[config.mk]
export PLATFORM = sky130hd
export DESIGN_NAME = rsqrt_seed
export DESIGN_NICKNAME = d
export VERILOG_FILES = /design/src/rtl/rsqrt_seed_pkg.sv /design/src/rtl/rsqrt_seed_lzc.sv /design/src/rtl/rsqrt_seed.sv
export SDC_FILE = /design/constraint.sdc
export NUM_CORES = 1
export LEC_CHECK = 0
export CORE_AREA = 2 2 90 109
export CTS_CLUSTER_DIAMETER = 80
export DETAILED_ROUTE_END_ITERATION = 8
export DIE_AREA = 0 0 92 111
export GPL_TIMING_DRIVEN = 0
export PLACE_DENSITY = 0.71
export SYNTH_ARGS = -nofsm -noshare
export SYNTH_HDL_FRONTEND = slang
export SYNTH_SLANG_ARGS = --single-unit
[constraint.sdc]
create_clock -name clk -period 3.8 [get_ports clk]
set_clock_uncertainty 0.1 [all_clocks]
set_input_delay 0.38 -clock clk [delete_from_list [all_inputs] [get_ports clk]]
set_output_delay 0.38 -clock clk [all_outputs]
set_load 0.02 [all_outputs]
[src/rtl/rsqrt_seed_pkg.sv]
`default_nettype none
// ============================================================================
// Module      : rsqrt_seed_pkg
// Description : Shared constants and elaboration-time helpers for rsqrt_seed.
// Revision    : 1.0 - initial release
// ============================================================================
package rsqrt_seed_pkg;

  localparam int LATENCY = 3;

  // Entry = round-nearest(2^qw / sqrt(mid)), solved exactly in integers as
  // the largest y with (2y-1)^2 * mid_num * k <= 4 * 2^(2qw+lut_bits).
  function automatic longint unsigned rsqrt_lut_entry(input int qw, input int lut_bits,
                                                      input int idx);
    longint unsigned half;
    longint unsigned f;
    longint unsigned k;
    longint unsigned num;
    longint unsigned bound;
    longint unsigned y;
    longint unsigned cand;
    longint unsigned t;
    half  = longint'(1) << (lut_bits - 1);
    f     = longint'(idx) & (half - 1);
    k     = ((longint'(idx) >> (lut_bits - 1)) & 1) != 0 ? 2 : 1;
    num   = 2 * half + 2 * f + 1;
    bound = longint'(4) << (2 * qw + lut_bits);
    y     = 0;
    for (int b = qw + 1; b >= 0; b--) begin
      cand = y | (longint'(1) << b);
      t    = 2 * cand - 1;
      if (t * t * num * k <= bound) y = cand;
    end
    return y;
  endfunction

  function automatic longint unsigned sat_max(input int w);
    return (longint'(1) << (w - 1)) - 1;
  endfunction

endpackage
`default_nettype wire

[src/rtl/rsqrt_seed_lzc.sv]
`default_nettype none
// ============================================================================
// Module      : rsqrt_seed_lzc
// Description : Combinational leading-one position and all-zero detect.
// Revision    : 1.0 - initial release
// ============================================================================
module rsqrt_seed_lzc #(
  parameter int W  = 16,
  parameter int PW = $clog2(W)
) (
  input  logic [W-1:0]  i_data,
  output logic [PW-1:0] o_pos,
  output logic          o_zero
);

  always_comb begin
    o_pos = '0;
    for (int i = 0; i < W; i++) begin
      if (i_data[i]) o_pos = PW'(i);
    end
  end

  assign o_zero = (i_data == '0);

endmodule
`default_nettype wire

[src/rtl/rsqrt_seed.sv]
`default_nettype none
// ============================================================================
// Module      : rsqrt_seed
// Description : 3-stage pipelined 1/sqrt(S) seed generator for Goldschmidt.
// Revision    : 1.0 - initial release
// ============================================================================
module rsqrt_seed
  import rsqrt_seed_pkg::*;
#(
  parameter int IW       = 8,
  parameter int QW       = 8,
  parameter int LUT_BITS = 4
) (
  input  logic                 clk,
  input  logic                 reset,
  input  logic                 start,
  input  logic [IW+QW-1:0]     in,
  output logic [IW+QW-1:0]     est,
  output logic [IW+QW-1:0]     s_out,
  output logic                 valid,
  output logic                 invalid
);

  localparam int W    = IW + QW;
  localparam int PW   = $clog2(W);
  localparam int JW   = PW + 2;
  localparam int FB   = LUT_BITS - 1;
  localparam int NLUT = 2 ** LUT_BITS;

  localparam logic [W-1:0] c_sat_max = W'(sat_max(W));

  logic [W-1:0] w_lut [NLUT];

  for (genvar gi = 0; gi < NLUT; gi++) begin : g_lut
    assign w_lut[gi] = W'(rsqrt_lut_entry(QW, LUT_BITS, gi));
  end

  // ---------------------------------------------------------------- stage 1
  logic [PW-1:0] w_pos;
  logic          w_zero;

  rsqrt_seed_lzc #(
    .W  (W),
    .PW (PW)
  ) u_lzc (
    .i_data (in),
    .o_pos  (w_pos),
    .o_zero (w_zero)
  );

  logic          r_v1;
  logic [W-1:0]  r_s1;
  logic [PW-1:0] r_p1;
  logic          r_zero1;
  logic          r_neg1;

  always_ff @(posedge clk) begin
    if (reset) begin
      r_v1    <= 1'b0;
      r_s1    <= '0;
      r_p1    <= '0;
      r_zero1 <= 1'b0;
      r_neg1  <= 1'b0;
    end else begin
      r_v1 <= start;
      if (start) begin
        r_s1    <= in;
        r_p1    <= w_pos;
        r_zero1 <= w_zero;
        r_neg1  <= in[W-1];
      end
    end
  end

  // ---------------------------------------------------------------- stage 2
  logic signed [JW-1:0] w_e;
  logic signed [JW-1:0] w_j;
  logic [PW-1:0]        w_nsh;
  logic [FB-1:0]        w_f;
  logic [LUT_BITS-1:0]  w_idx;

  assign w_e   = $signed(JW'(r_p1)) - $signed(JW'(QW));
  assign w_j   = w_e >>> 1;
  assign w_nsh = PW'(W - 1) - r_p1;
  // Normalise so the leading one sits at W-1, then keep the FB bits below it.
  assign w_f   = FB'((r_s1 << w_nsh) >> (W - 1 - FB));
  assign w_idx = {w_e[0], w_f};

  logic                 r_v2;
  logic [W-1:0]         r_s2;
  logic signed [JW-1:0] r_j2;
  logic [W-1:0]         r_lut2;
  logic                 r_zero2;
  logic                 r_neg2;

  always_ff @(posedge clk) begin
    if (reset) begin
      r_v2    <= 1'b0;
      r_s2    <= '0;
      r_j2    <= '0;
      r_lut2  <= '0;
      r_zero2 <= 1'b0;
      r_neg2  <= 1'b0;
    end else begin
      r_v2 <= r_v1;
      if (r_v1) begin
        r_s2    <= r_s1;
        r_j2    <= w_j;
        r_lut2  <= w_lut[w_idx];
        r_zero2 <= r_zero1;
        r_neg2  <= r_neg1;
      end
    end
  end

  // ---------------------------------------------------------------- stage 3
  logic [JW-1:0]  w_nj;
  logic [2*W-1:0] w_wide;
  logic [W-1:0]   w_den;
  logic [W-1:0]   w_est;
  logic           w_inv;

  assign w_nj   = JW'(-r_j2);
  assign w_wide = {{W{1'b0}}, r_lut2} << w_nj;

  always_comb begin
    w_den = '0;
    if (!r_j2[JW-1]) begin
      w_den = r_lut2 >> $unsigned(r_j2);
    end else if ((int'(w_nj) >= W && r_lut2 != '0) || (|w_wide[2*W-1:W-1])) begin
      w_den = c_sat_max;
    end else begin
      w_den = w_wide[W-1:0];
    end
  end

  always_comb begin
    w_est = w_den;
    w_inv = 1'b0;
    if (r_zero2) begin
      w_est = c_sat_max;
      w_inv = 1'b1;
    end else if (r_neg2) begin
      w_est = '0;
      w_inv = 1'b1;
    end
  end

  always_ff @(posedge clk) begin
    if (reset) begin
      valid   <= 1'b0;
      est     <= '0;
      s_out   <= '0;
      invalid <= 1'b0;
    end else begin
      valid <= r_v2;
      if (r_v2) begin
        est     <= w_est;
        s_out   <= r_s2;
        invalid <= w_inv;
      end
    end
  end

endmodule
`default_nettype wire

==> qor.csv <==
stage,metric,value,unit
cells_and_area,area_delta_synth_final,22.1,%
hold_path,hold_depth,1,
worst_setup_path,worstSetupStartpointType,flip-flop,
pwr,p_leak,2.07,nW
synthesis,synth_top_family_by_area,multiplexers,
timing,finalWorstSetupSlack,0.692,ns
floorplanning,die_y,111,um
route,dr.pass1.iters,4,
cts,clk_path_buf_depth,2,
hold_path,hold_path.class,flip-flop to flip-flop,
synthesis,syn_nets,530,
route,drtIter0Drc,203,
timing,fmax,322,MHz
route,avgViaCountPerCell,5.53,
cts,cts.repair.resized,0,
synthesis,synth_seq_cells,85,
placement,io_buffers,51,
pwr,powerDensity,426,nW/um^2
cells_and_area,layout_commonest_cell,nor2_1,
route,top_layer,met4,
timing,setup_viol,0,
cts,cts_max_level,3,
worst_setup_path,rr_worst_depth,10,
cts,clock_sinks,85,
cts,insertion_delay,0.35,ns
cells_and_area,fillers,860,
synthesis,synth_simple_gate_area_share,17.8,%
route,drc_errors,0,
run_status,status,"finished, final reports clean",
route,vias,3814,
floorplanning,initial_utilization,48.2,%
global_routing,antenna_found_initial,0,
synthesis,synthAdderAreaFrac,2.80,%
worst_setup_path,cp_data_arrival_time,3.27,ns
synthesis,synth_flop_cell,dfxtp_1,
worst_setup_path,critPathCaptureType,flip-flop,
cts,cts_made_buffers,9,
global_routing,grt_overflow,0,
timing,hold_violations,0,
route,routedWlPerCell,16.2,um
floorplanning,io_pins,53,
global_routing,grt_pass1_wl,18600,um
cells_and_area,n_antenna_cell,0,
global_routing,grt_pass1_vias,3825,
synthesis,ys_warn_count,0,
cts,cts_root_buf,clkbuf_16,
timing,period_share,81.8,%
synthesis,synth_compound_area_share,12.2,%
timing,worstMarginPinSlew,0.859,ns
run,cap_viol_max_count,0,
synthesis,synth_xor_xnor_area_share,0,%
synthesis,syn_area_per_cell,8.91,um^2
global_routing,groute.usage.overall,22.8,%
cts,clk_pin_slew,0.06,ns
timing,slew_violations,0,
synthesis,syn_inst,501,
cells_and_area,drive_above_1_share,7.94,%
placement,dp_slack,0.723,ns
cts,cts_hold_buf,0,
synthesis,netlist_area,4460,um^2
synthesis,seq_area_frac_synth,38.1,%
route,finalWirelength,11100,um
cells_and_area,postLayoutCoreUtil,58.8,%
synthesis,synth_cell_types,55,
synthesis,synth_edf_count,0,
floorplanning,fp.dieArea,10200,um^2
route,wl_met1,4580,um
cts,post_cts_buffers,0,
floorplanning,core,9270,um^2
global_routing,grt_max_degree,15,
floorplanning,die_x,92,um
synthesis,async_flop_share,0,%
timing,rsz0062_at_grt,false,
pwr,ir_drop,0.291,mV
worst_setup_path,crit_path_max_fanout,10,
route,routed-wl-met2,5770,um
cts,cts_tree,done,
timing,fin_crit,3.11,ns
synthesis,synth.mux.area_fraction,23.6,%
pwr,fin_total_pwr,2.32,mW
cells_and_area,final_nets,592,
timing,maxSlewHeadroom,42.3,%
timing,totalNegativeSetupSlack,0,ns
floorplanning,fp-row-count,39,
cells_and_area,layout_common_cells,"99 x nor2_1, 85 x dfxtp_1, 71 x mux2i_1",
worst_setup_path,critPathRequiredTime,3.96,ns
route,route.antenna.remaining_nets,0,
worst_setup_path,worst-setup-path-type,flip-flop to flip-flop,
route,wl_met3,393,um
placement,hpwl,8390,um
placement,gp_congestion,0.939,
## metrics by stage
| stage | hold slack, ns | instance area [um^2] | instances |
|---|---|---|---|
| floorplan | 0.356 | 4460 | 501 |
| global placement | 0.362 | 5130 | 675 |
| detailed placement | 0.366 | 5130 | 675 |
| CTS | 0.375 | 5450 | 690 |
| global route | 0.405 | 5450 | 690 |
| finish | 0.371 | 5450 | 690 |
## cells by family after synthesis
kind of cell               after synthesis
muxes                                   90
and+or+nand+nor                        175
adders and majority gates               10
DFF                                     85
AOI/OAI and AO/OA                       82
buffers and inverters                   59
## routing by layer
layer	up-vias	track usage, %
li1	1888	-
met1	1810	26.5
met2	89	40.1
met3	27	4.35
met4	0	10.5
met5	-	0
## synth_stat cells, drive strengths merged, types with 2 or more instances
library cell  count  share of area [%]
a311oi            2               0.39
mux2              8                2.1
and3              4               0.67
mux4             11                5.5
mux2i            71                 16
buf              17                1.9
nand2            26                2.2
nor2            100                8.8
o21bai            2               0.34
a22oi             3               0.50
inv              18                1.6
dfxtp            85                 38
a211oi           10                1.8
o22ai            16                2.2
and3b             2               0.48
clkbuf           23                1.9
o21ai             8               0.90
or4               2               0.34
nand2b            5               0.70
nor4              4               0.56
nand3             6               0.67
ha               10                2.8
nor3b             2               0.34
nor3             12                1.3
a21oi            19                2.1
a31oi             6               0.84
nor2b             8                1.1
o211ai            5               0.84
## worst max-delay path: stages (launching register included)
cell      delay, ns
dfxtp_1        0.33
buf_6          0.16
buf_2          0.25
mux2_2         0.36
a221oi_1       0.46
nor2_1         0.27
inv_1          0.19
ha_1           0.17
inv_1          0.04
mux4_2         0.48
a211oi_2       0.21
## report_power, final
part / internal [mW] / leakage, nW / total (mW) / switching (mW)
sequential: 0.929 / 0.694 / 0.960 / 0.0315
combinational: 0.179 / 1.22 / 0.409 / 0.230
clock: 0.592 / 0.159 / 0.950 / 0.358
## layout make-up
class	instances	area [um^2]	share of cell area (%)
Clock inverter	5	82.6	1.52
Inverter	19	73.8	1.35
Tap cell	123	154	2.82
Timing Repair Buffer	51	510	9.37
Clock buffer	10	239	4.38
Multi-Input combinational cell	357	2520	46.2
Sequential cell	85	1700	31.2
Buffer	40	173	3.17
## worst paths after layout
kind | start | endpoint | slack (ns)
worst max-delay path | r_p1[0] | r_lut2[3] | 0.69
worst min-delay path | est[15] | est[15] | 0.37
worst max register to register | r_p1[0] | r_lut2[3] | 0.69
worst min register to register | est[15] | est[15] | 0.37
## state kept, by name, indices dropped and copies added, names as in the netlist
register	flops
est	16
r_s1	16
r_s2	16
s_out	16
r_lut2	8
r_p1	4
r_j2	3
invalid	1
r_v1	1
r_v2	1
r_zero1	1
r_zero2	1
valid	1
No activity file was read; power rests on OpenSTA's default activity.
